## src/rtl/cpu16_pkg.sv

```systemverilog
`default_nettype none
// ============================================================================
// Module      : cpu16_pkg
// Description : Shared types and constants for the cpu16 front end.
// Revision    : 1.0 - initial release
// ============================================================================
package cpu16_pkg;

    localparam int          c_instr_w = 16;
    localparam logic [15:0] c_pc_inc  = 16'd2;

    typedef enum logic [1:0] {
        ST_IDLE    = 2'd0,
        ST_WAIT    = 2'd1,
        ST_DISCARD = 2'd2
    } fetch_state_t;

    function automatic logic [15:0] next_pc(input logic [15:0] pc);
        return pc + c_pc_inc;
    endfunction

endpackage
`default_nettype wire

```

## src/rtl/fetch_fifo.sv

```systemverilog
`default_nettype none
// ============================================================================
// Module      : fetch_fifo
// Description : Power-of-two FIFO holding fetched {instr, pc} entries.
// Revision    : 1.0 - initial release
// ============================================================================
module fetch_fifo #(
    parameter int DEPTH = 4,
    parameter int WIDTH = 32
) (
    input  logic                   clk,
    input  logic                   rst,
    input  logic                   push,
    input  logic [WIDTH-1:0]       wdata,
    input  logic                   pop,
    input  logic                   flush,
    output logic [WIDTH-1:0]       rdata,
    output logic [$clog2(DEPTH):0] count,
    output logic                   full,
    output logic                   empty
);

    localparam int                 c_ptr_w = $clog2(DEPTH);
    localparam logic [c_ptr_w:0]   c_depth = (c_ptr_w + 1)'(DEPTH);

    logic [WIDTH-1:0]   r_mem [DEPTH];
    logic [c_ptr_w-1:0] r_rd_ptr;
    logic [c_ptr_w-1:0] r_wr_ptr;
    logic [c_ptr_w:0]   r_count;
    logic               w_do_push;
    logic               w_do_pop;

    assign full      = (r_count == c_depth);
    assign empty     = (r_count == '0);
    assign count     = r_count;
    assign rdata     = r_mem[r_rd_ptr];
    assign w_do_pop  = pop & ~empty;
    assign w_do_push = push & (~full | w_do_pop);

    always_ff @(posedge clk) begin
        if (w_do_push && !flush)
            r_mem[r_wr_ptr] <= wdata;
    end

    // Flush wins over push and pop so a redirect leaves the queue empty.
    always_ff @(posedge clk or posedge rst) begin
        if (rst) begin
            r_rd_ptr <= '0;
            r_wr_ptr <= '0;
            r_count  <= '0;
        end else if (flush) begin
            r_rd_ptr <= '0;
            r_wr_ptr <= '0;
            r_count  <= '0;
        end else begin
            if (w_do_push)
                r_wr_ptr <= r_wr_ptr + 1'b1;
            if (w_do_pop)
                r_rd_ptr <= r_rd_ptr + 1'b1;
            case ({w_do_push, w_do_pop})
                2'b10:   r_count <= r_count + 1'b1;
                2'b01:   r_count <= r_count - 1'b1;
                default: r_count <= r_count;
            endcase
        end
    end

endmodule
`default_nettype wire

```

## src/rtl/fetch_unit.sv

```systemverilog
`default_nettype none
// ============================================================================
// Module      : fetch_unit
// Description : Instruction fetch with one outstanding request and a queue.
// Revision    : 1.0 - initial release
// ============================================================================
module fetch_unit
    import cpu16_pkg::*;
#(
    parameter int          DEPTH    = 4,
    parameter logic [15:0] RESET_PC = 16'h0000
) (
    input  logic        clk,
    input  logic        rst,
    input  logic        redirect_valid,
    input  logic [15:0] redirect_pc,
    output logic        imem_req,
    output logic [15:0] imem_addr,
    input  logic        imem_ack,
    input  logic [15:0] imem_rdata,
    output logic        instr_valid,
    output logic [15:0] instr,
    output logic [15:0] instr_pc,
    input  logic        instr_ready
);

    localparam int                   c_cnt_w    = $clog2(DEPTH) + 1;
    localparam int                   c_entry_w  = 2 * c_instr_w;
    localparam logic [c_cnt_w-1:0]   c_depth    = c_cnt_w'(DEPTH);
    localparam logic [c_cnt_w-1:0]   c_depth_m1 = c_cnt_w'(DEPTH - 1);

    fetch_state_t         r_state;
    logic [15:0]          r_fetch_pc;
    logic [15:0]          r_req_addr;
    logic                 r_req;

    logic                 w_pop;
    logic                 w_push;
    logic                 w_full;
    logic                 w_empty;
    logic [c_entry_w-1:0] w_head;
    logic [c_cnt_w-1:0]   w_count;
    logic [15:0]          w_redirect_pc;
    logic [15:0]          w_next_addr;

    assign w_redirect_pc = {redirect_pc[15:1], 1'b0};
    assign w_next_addr   = next_pc(r_req_addr);
    assign w_pop         = ~w_empty & instr_ready;
    assign w_push        = (r_state == ST_WAIT) & imem_ack & ~redirect_valid;

    assign imem_req    = r_req;
    assign imem_addr   = r_req_addr;
    assign instr_valid = ~w_empty;
    assign instr       = w_empty ? 16'h0000 : w_head[c_entry_w-1:c_instr_w];
    assign instr_pc    = w_empty ? 16'h0000 : w_head[c_instr_w-1:0];

    fetch_fifo #(
        .DEPTH (DEPTH),
        .WIDTH (c_entry_w)
    ) u_fifo (
        .clk   (clk),
        .rst   (rst),
        .push  (w_push),
        .wdata ({imem_rdata, r_req_addr}),
        .pop   (w_pop),
        .flush (redirect_valid),
        .rdata (w_head),
        .count (w_count),
        .full  (w_full),
        .empty (w_empty)
    );

    always_ff @(posedge clk or posedge rst) begin
        if (rst) begin
            r_state    <= ST_IDLE;
            r_fetch_pc <= RESET_PC;
            r_req_addr <= RESET_PC;
            r_req      <= 1'b0;
        end else begin
            case (r_state)
                ST_IDLE: begin
                    if (redirect_valid) begin
                        r_fetch_pc <= w_redirect_pc;
                    end else if (w_count < c_depth) begin
                        r_state    <= ST_WAIT;
                        r_req      <= 1'b1;
                        r_req_addr <= r_fetch_pc;
                    end
                end
                ST_WAIT: begin
                    if (redirect_valid) begin
                        r_fetch_pc <= w_redirect_pc;
                        if (imem_ack) begin
                            r_state <= ST_IDLE;
                            r_req   <= 1'b0;
                        end else begin
                            r_state <= ST_DISCARD;
                        end
                    end else if (imem_ack) begin
                        r_fetch_pc <= w_next_addr;
                        // A same-cycle pop keeps the count, so room remains.
                        if (w_pop || (w_count < c_depth_m1)) begin
                            r_req_addr <= w_next_addr;
                        end else begin
                            r_state <= ST_IDLE;
                            r_req   <= 1'b0;
                        end
                    end
                end
                ST_DISCARD: begin
                    if (redirect_valid)
                        r_fetch_pc <= w_redirect_pc;
                    if (imem_ack) begin
                        r_state <= ST_IDLE;
                        r_req   <= 1'b0;
                    end
                end
                default: begin
                    r_state <= ST_IDLE;
                    r_req   <= 1'b0;
                end
            endcase
        end
    end

endmodule
`default_nettype wire

```

## config.mk

```make
export PLATFORM = sky130hd
export DESIGN_NAME = fetch_unit
export DESIGN_NICKNAME = d
export VERILOG_FILES = /design/src/rtl/cpu16_pkg.sv /design/src/rtl/fetch_fifo.sv /design/src/rtl/fetch_unit.sv
export SDC_FILE = /design/constraint.sdc
export NUM_CORES = 1
export LEC_CHECK = 0
export ABC_CLOCK_PERIOD_IN_PS = 3400
export BUFFER_PORTS_ARGS = -buffer_cell sky130_fd_sc_hd__buf_4
export CAP_MARGIN = 20
export CORE_ASPECT_RATIO = 0.9
export CORE_MARGIN = 8
export CORE_UTILIZATION = 55
export CTS_BUF_LIST = sky130_fd_sc_hd__clkbuf_16
export DETAILED_ROUTE_END_ITERATION = 8
export MAX_ROUTING_LAYER = met4
export PLACE_DENSITY_LB_ADDON = 0.3
export SETUP_SLACK_MARGIN = 0.02
export SYNTH_ARGS = -nofsm -noshare
export SYNTH_HDL_FRONTEND = slang
export SYNTH_SLANG_ARGS = --single-unit
```

## constraint.sdc

```tcl
create_clock -name clk -period 3.4 [get_ports clk]
set_clock_uncertainty 0.15 [all_clocks]
set_input_delay 0.68 -clock clk [delete_from_list [all_inputs] [get_ports clk]]
set_output_delay 0.68 -clock clk [all_outputs]
set_load 0.02 [all_outputs]
```

==> results of run 1 <==
power by group:
part	switching, mW	leakage, nW	internal [mW]
clock network	0.757	0.276	1.07
registers	0.225	1.68	2.43
logic	0.418	1.23	0.330
total	1.40	3.18	3.82
final timing paths:
kind	start	end	slack, ps	cells past startpoint
worst max-delay path	u_fifo.r_rd_ptr[0]	instr_pc[11]	400	4
worst min-delay path	rst	r_fetch_pc[3]	250	3
worst max register to register	u_fifo.count[0]	u_fifo.count[2]	800	8
worst min register to register	r_fetch_pc[0]	imem_addr[0]	330	2
max in group asynchronous	rst	u_fifo.r_rd_ptr[0]	2430	3
min in group clk	imem_ack	r_state[1]	300	2
metal layers:
metal  up-vias  global-route usage  wire, um
li1       2064                   -         -
met5         -                   -         0
met1      2256              0.2453      6768
met2       201              0.2955      7665
met3        18             0.04696      1123
met4         0             0.06066       211
layout make-up:
type	count	area share
Clock buffer	17	0.04812
Clock inverter	14	0.01472
Inverter	8	0.003397
Multi-Input combinational cell	276	0.2620
Sequential cell	170	0.5538
Tap cell	168	0.02378
Timing Repair Buffer	101	0.09425
metrics by stage:
| stage | cell area, um^2 | worst slack, ps | util | hold slack (ps) |
|---|---|---|---|---|
| 5_1_grt | 8841 | 284.6 | 0.6666 | 295.5 |
| 2_1_floorplan | 7423 | 650.2 | - | 288.6 |
| 3_5_place_dp | 8278 | 666.1 | 0.6242 | 316.4 |
| 6_report | 8841 | 404.4 | 0.6666 | 247.8 |
| 4_1_cts | 8833 | 347.9 | 0.6660 | 265.0 |
| 3_3_place_gp | 8278 | 755.1 | 0.6242 | 305.1 |
logic make-up (layout without fill, tap and decap cells):
kind of cell,count (synthesis),after routing
AO/OA/AOI/OAI,82,82
XOR/XNOR,14,14
adder cells (fa/ha/maj),6,6
buffers and inverters,46,140
flip-flops,170,170
multiplexers,36,36
AND/OR/NAND/NOR,138,138
cells in the final DEF (no fill, tap or decap), types with 5 or more instances in the layout:
master and count:
edfxtp_1 128, buf_4 95, dfrtp_1 41, and2_1 33, mux4_2 32, nand2_1 27
nor2_1 19, clkbuf_16 17, o21ai_0 16, nand3_1 15, a21oi_1 11, inv_1 10
xnor2_1 9, nor3_1 9, a32oi_1 6, buf_12 6, xor2_1 5, nor4_1 5
o2bb2ai_1 5, o22a_1 5, ha_1 5
tightest hold or removal path, delay by kind of cell:
family   cells  cell delay (ps)
buf+inv      3              600
flip-flops by register name (all words and copies together) (netlist names):
| signal | count |
|---|---|
| u_fifo.r_rd_ptr | 2 |
| u_fifo.r_wr_ptr | 2 |
| imem_addr | 16 |
| u_fifo.count | 3 |
| imem_req | 1 |
| u_fifo.r_mem | 128 |
| r_state | 2 |
| r_fetch_pc | 16 |
==> results.yml, run 1 <==
clock_network:
  clock_latency_ps: 420
  ctsHtreeMaxLevel: 4
  cts_tree: "built"
  post_cts_buffers: 0
  cts.repair.resized: 0
  numCtsBuffers: 17
  cts_sinks: 170
  cts_root_buf: "clkbuf_16"
  holdBufCountCts: 0
  max-clock-path-buffers: 2
  clk_pin_slew_worst_paths_ps: 60
place:
  numPortBuffers: 85
  dp_cells: 722
  hpwl_um: 9705
  gp_congestion: 0.8507
synthesis:
  synth_fa_ha_area_frac: 0.01112
  synth-async-reset-ratio: 0.2471
  syn_inst: 492
  synth_area_leaders: "edfxtp_1 52%, dfrtp_1 14%, mux4_2 9.7%"
  synth_edf_count: 128
  ys_types: 61
  synth_compound_area_frac: 0.07888
  synth_xor_area_frac: 0.01652
  synth_flop_cell: "edfxtp_1"
  synth.yosys.warnings: 0
  synth_top_area_frac: 0.5178
  ys_seq_elements: 170
  syn_area_per_cell_um2: 15.09
  netlist_top_cells_count: "128 x edfxtp_1, 42 x dfrtp_1, 37 x and2_1"
  synth_nets: 535
  synth-simple-area-share: 0.1023
  synth_top_family_by_area: "multiplexers"
  synth_most_common_cell: "edfxtp_1"
  synthMuxAreaShare: 0.1025
  yosysSeqAreaShare: 0.6594
  syn_area_mm2: 0.007423
  yosysTopAreaCell: "edfxtp_1"
job:
  cap_violations: 0
worst_setup_path:
  critPathSlowestCell: "dfrtp_2"
  worstPathMaxFanout: 26
  cp_num_buf_inv: 2
  worstSetupStartpointType: "flop"
  crit_type: "flop to output pin"
  crit_family: "flip-flops"
  end_kind: "output pin"
  path_cells: "buf_12 > mux4_2 > and2_1 > buf_4"
  required_ps: 2570
  critPathMaxStageDelay_ps: 550
  cp.arrival_ps: 2170
grt:
  grt_overflow: 0
  first_global_vias: 4682
  grt_pass1_wl_um: 25270
  track_usage: 0.1910
  antenna_found_initial: 0
  grt_max_degree: 43
detailed_routing:
  ant_nets: 0
  wirelength_um: 15770
  drc: 0
  viasPerCell: 6.020
  wl_per_cell_um: 20.91
  drtIter0Drc: 408
  vias: 4539
  drt_first_pass_iters: 5
pwr:
  powerDensity_mw_per_mm2: 590.7
  static-leakage-power_nw: 3.183
  vdd_ir_drop_max_mv: 0.4259
  p_total_mw: 5.223
sta:
  maxSlewHeadroom: 0.3861
  setup_tns_ps: 0
  drv_slew: 0
  rsz0062_at_grt: "no"
  finalCritPeriodShare: 0.8811
  worst_slew_pin_slew_ps: 920.9
  timing.final.hold_violations: 0
  setup_violations: 0
  max_clock_freq_mhz: 333.8
  period_needed_ps: 2996
floorplan:
  dieArea_mm2: 0.01748
  dieWidth_um: 138.5
  die_h_um: 126.2
  row_count: 40
  core_area_mm2: 0.01326
  floorplan.initialDensity: 0.5597
  io_pins: 87
finish:
  drive_above_1_share: 0.2969
  multi_input_area_mm2: 0.002316
  diodes: 0
  fin_nets: 617
  fillers: 902
  synthToLayoutAreaGrowth_pct: 19.10
  seq_area_mm2: 0.004896
  fin_cells: 754
worst_hold_path:
  holdCritPathClass: "input pin to asynchronous set/reset pin"
status:
  status: "finished, final reports clean"
No activity file was read; power rests on OpenSTA's default activity.
==> run 2, diff against run 1 <==
Settings changed: CORE_UTILIZATION 55 to 50.
==> run 2 against run 1 <==
Wire length shrank 1.5%. Sequential share of layout area shrank 0.15 points. Register-to-register slack gained 40 ps. Global-route usage shrank 1.7 points. Critical path type unchanged. Flip-flop and latch count is the same. Setup slack gained 110 ps. Non-clock buffer count shrank 1. Highest routed layer unchanged.
==> results.yml, run 2 (synthesis gave the netlist of run 1 again) <==
status:
  status: "finished, final reports clean"
place:
  dpl_cell_area_mm2: 0.008278
  numPortBuffers: 85
  gp_congestion: 0.8544
  place_ws_ps: 700.9
  dp_cells: 752
  hpwl_um: 9910
clock_network:
  post_cts_buffers: 0
  cts_sinks: 170
  cts_tree: "built"
  clock_latency_ps: 420
  holdBufCountCts: 0
  cts.repair.resized: 0
  clk_pin_slew_worst_paths_ps: 70
  ctsHtreeMaxLevel: 4
  max-clock-path-buffers: 2
  cts_root_buf: "clkbuf_16"
  numCtsBuffers: 17
grt:
  antenna_found_initial: 0
  first_global_vias: 4601
  grt_max_degree: 36
  grt_pass1_wl_um: 24710
  track_usage: 0.1741
  grt_overflow: 0
finish:
  drive_above_1_share: 0.3003
  fin_nets: 616
  final_common_cell: "edfxtp_1"
  final_cell_mix: "128 x edfxtp_1, 97 x buf_4, 41 x dfrtp_1"
  fin_util: 0.6068
  regMostFlops: "u_fifo.r_mem"
  diodes: 0
  synthToLayoutAreaGrowth_pct: 19.42
  largest_reg_flops: 128
  design_area_mm2: 0.008865
  fin_cells: 784
worst_setup_path:
  critPathSlowestCell: "mux4_2"
  crit_family: "multiplexers"
  worstPathMaxFanout: 20
  regToRegSetupSlack_ps: 840
  cp_common_cell: "buf_4"
  worstReg2RegStart: "u_fifo.count[0]"
  worstSetupStartpointType: "flop"
  critPathMaxStageDelay_ps: 540
  required_ps: 2570
  timing.rr.end: "u_fifo.count[2]"
  crit_type: "flop to output pin"
  cp.arrival_ps: 2060
  cp_num_buf_inv: 2
  end_kind: "output pin"
  path_cells: "buf_4 > mux4_2 > and2_1 > buf_4"
  rr_worst_depth: 8
floorplan:
  dieWidth_um: 144.4
  die_h_um: 131.6
  floorplan.initialDensity: 0.5081
  io_pins: 87
  dieArea_mm2: 0.01901
  row_count: 42
  core_area_mm2: 0.01461
sta:
  rsz0062_at_grt: "no"
  period_needed_ps: 2887
  finalCritPeriodShare: 0.8492
  drv_slew: 0
  timing.final.hold_violations: 0
  setup_ws_ps: 512.7
  whs_ps: 155.6
  max_clock_freq_mhz: 346.3
  setup_tns_ps: 0
  setup_violations: 0
  maxSlewHeadroom: 0.2644
  worst_slew_pin_slew_ps: 1096
detailed_routing:
  drtIter0Drc: 309
  wirelength_um: 15530
  drt_first_pass_iters: 5
  vias: 4542
  viasPerCell: 5.793
  wl_per_cell_um: 19.81
  drc: 0
  ant_nets: 0
pwr:
  p_total_mw: 5.312
  static-leakage-power_nw: 3.188
  vdd_ir_drop_max_mv: 0.4694
  powerDensity_mw_per_mm2: 599.2
job:
  cap_violations: 0
worst_hold_path:
  holdCritPathClass: "input pin to asynchronous set/reset pin"
-- run 2: how the worst max path moves through the flow --
stage / start / to / cells after the start
after detailed placement: redirect_valid / u_fifo.r_mem[2][29] / 5
final: u_fifo.r_rd_ptr[0] / instr_pc[13] / 4
after floorplan: instr_ready / u_fifo.r_mem[0][0] / 4
after CTS: u_fifo.r_rd_ptr[0] / instr_pc[13] / 4
after global placement: redirect_valid / u_fifo.count[2] / 8
after global routing: u_fifo.r_rd_ptr[0] / instr[11] / 4
-- run 2: routing by layer --
layer	GRT usage	vias up	part of all wire
met1	0.2360	2285	0.46
met4	0.05257	0	0.011
li1	-	2078	-
met5	-	-	0
met2	0.2559	166	0.47
met3	0.04200	13	0.066
-- run 2: area by class of cell --
class	instances	area (um^2)
fill	1128	5744
sequential	170	4896
multi-input combinational	276	2316
timing repair buffer	100	788.3
clock buffer	17	425.4
tap	198	247.7
clock inverter	15	161.4
inverter	8	30.03
-- run 2: worst reg2reg max path, delay by kind of cell, from the launching register on --
family	cells	cell delay [ps]
DFF	1	470
buffers and inverters	1	250
AOI/OAI and AO/OA	1	130
and+or+nand+nor	5	1090
adders and majority gates	1	390
-- run 2: power breakdown --
part	switching, mW	internal [mW]
combinational	0.404	0.321
sequential	0.243	2.42
clock	0.819	1.10
total	1.47	3.85
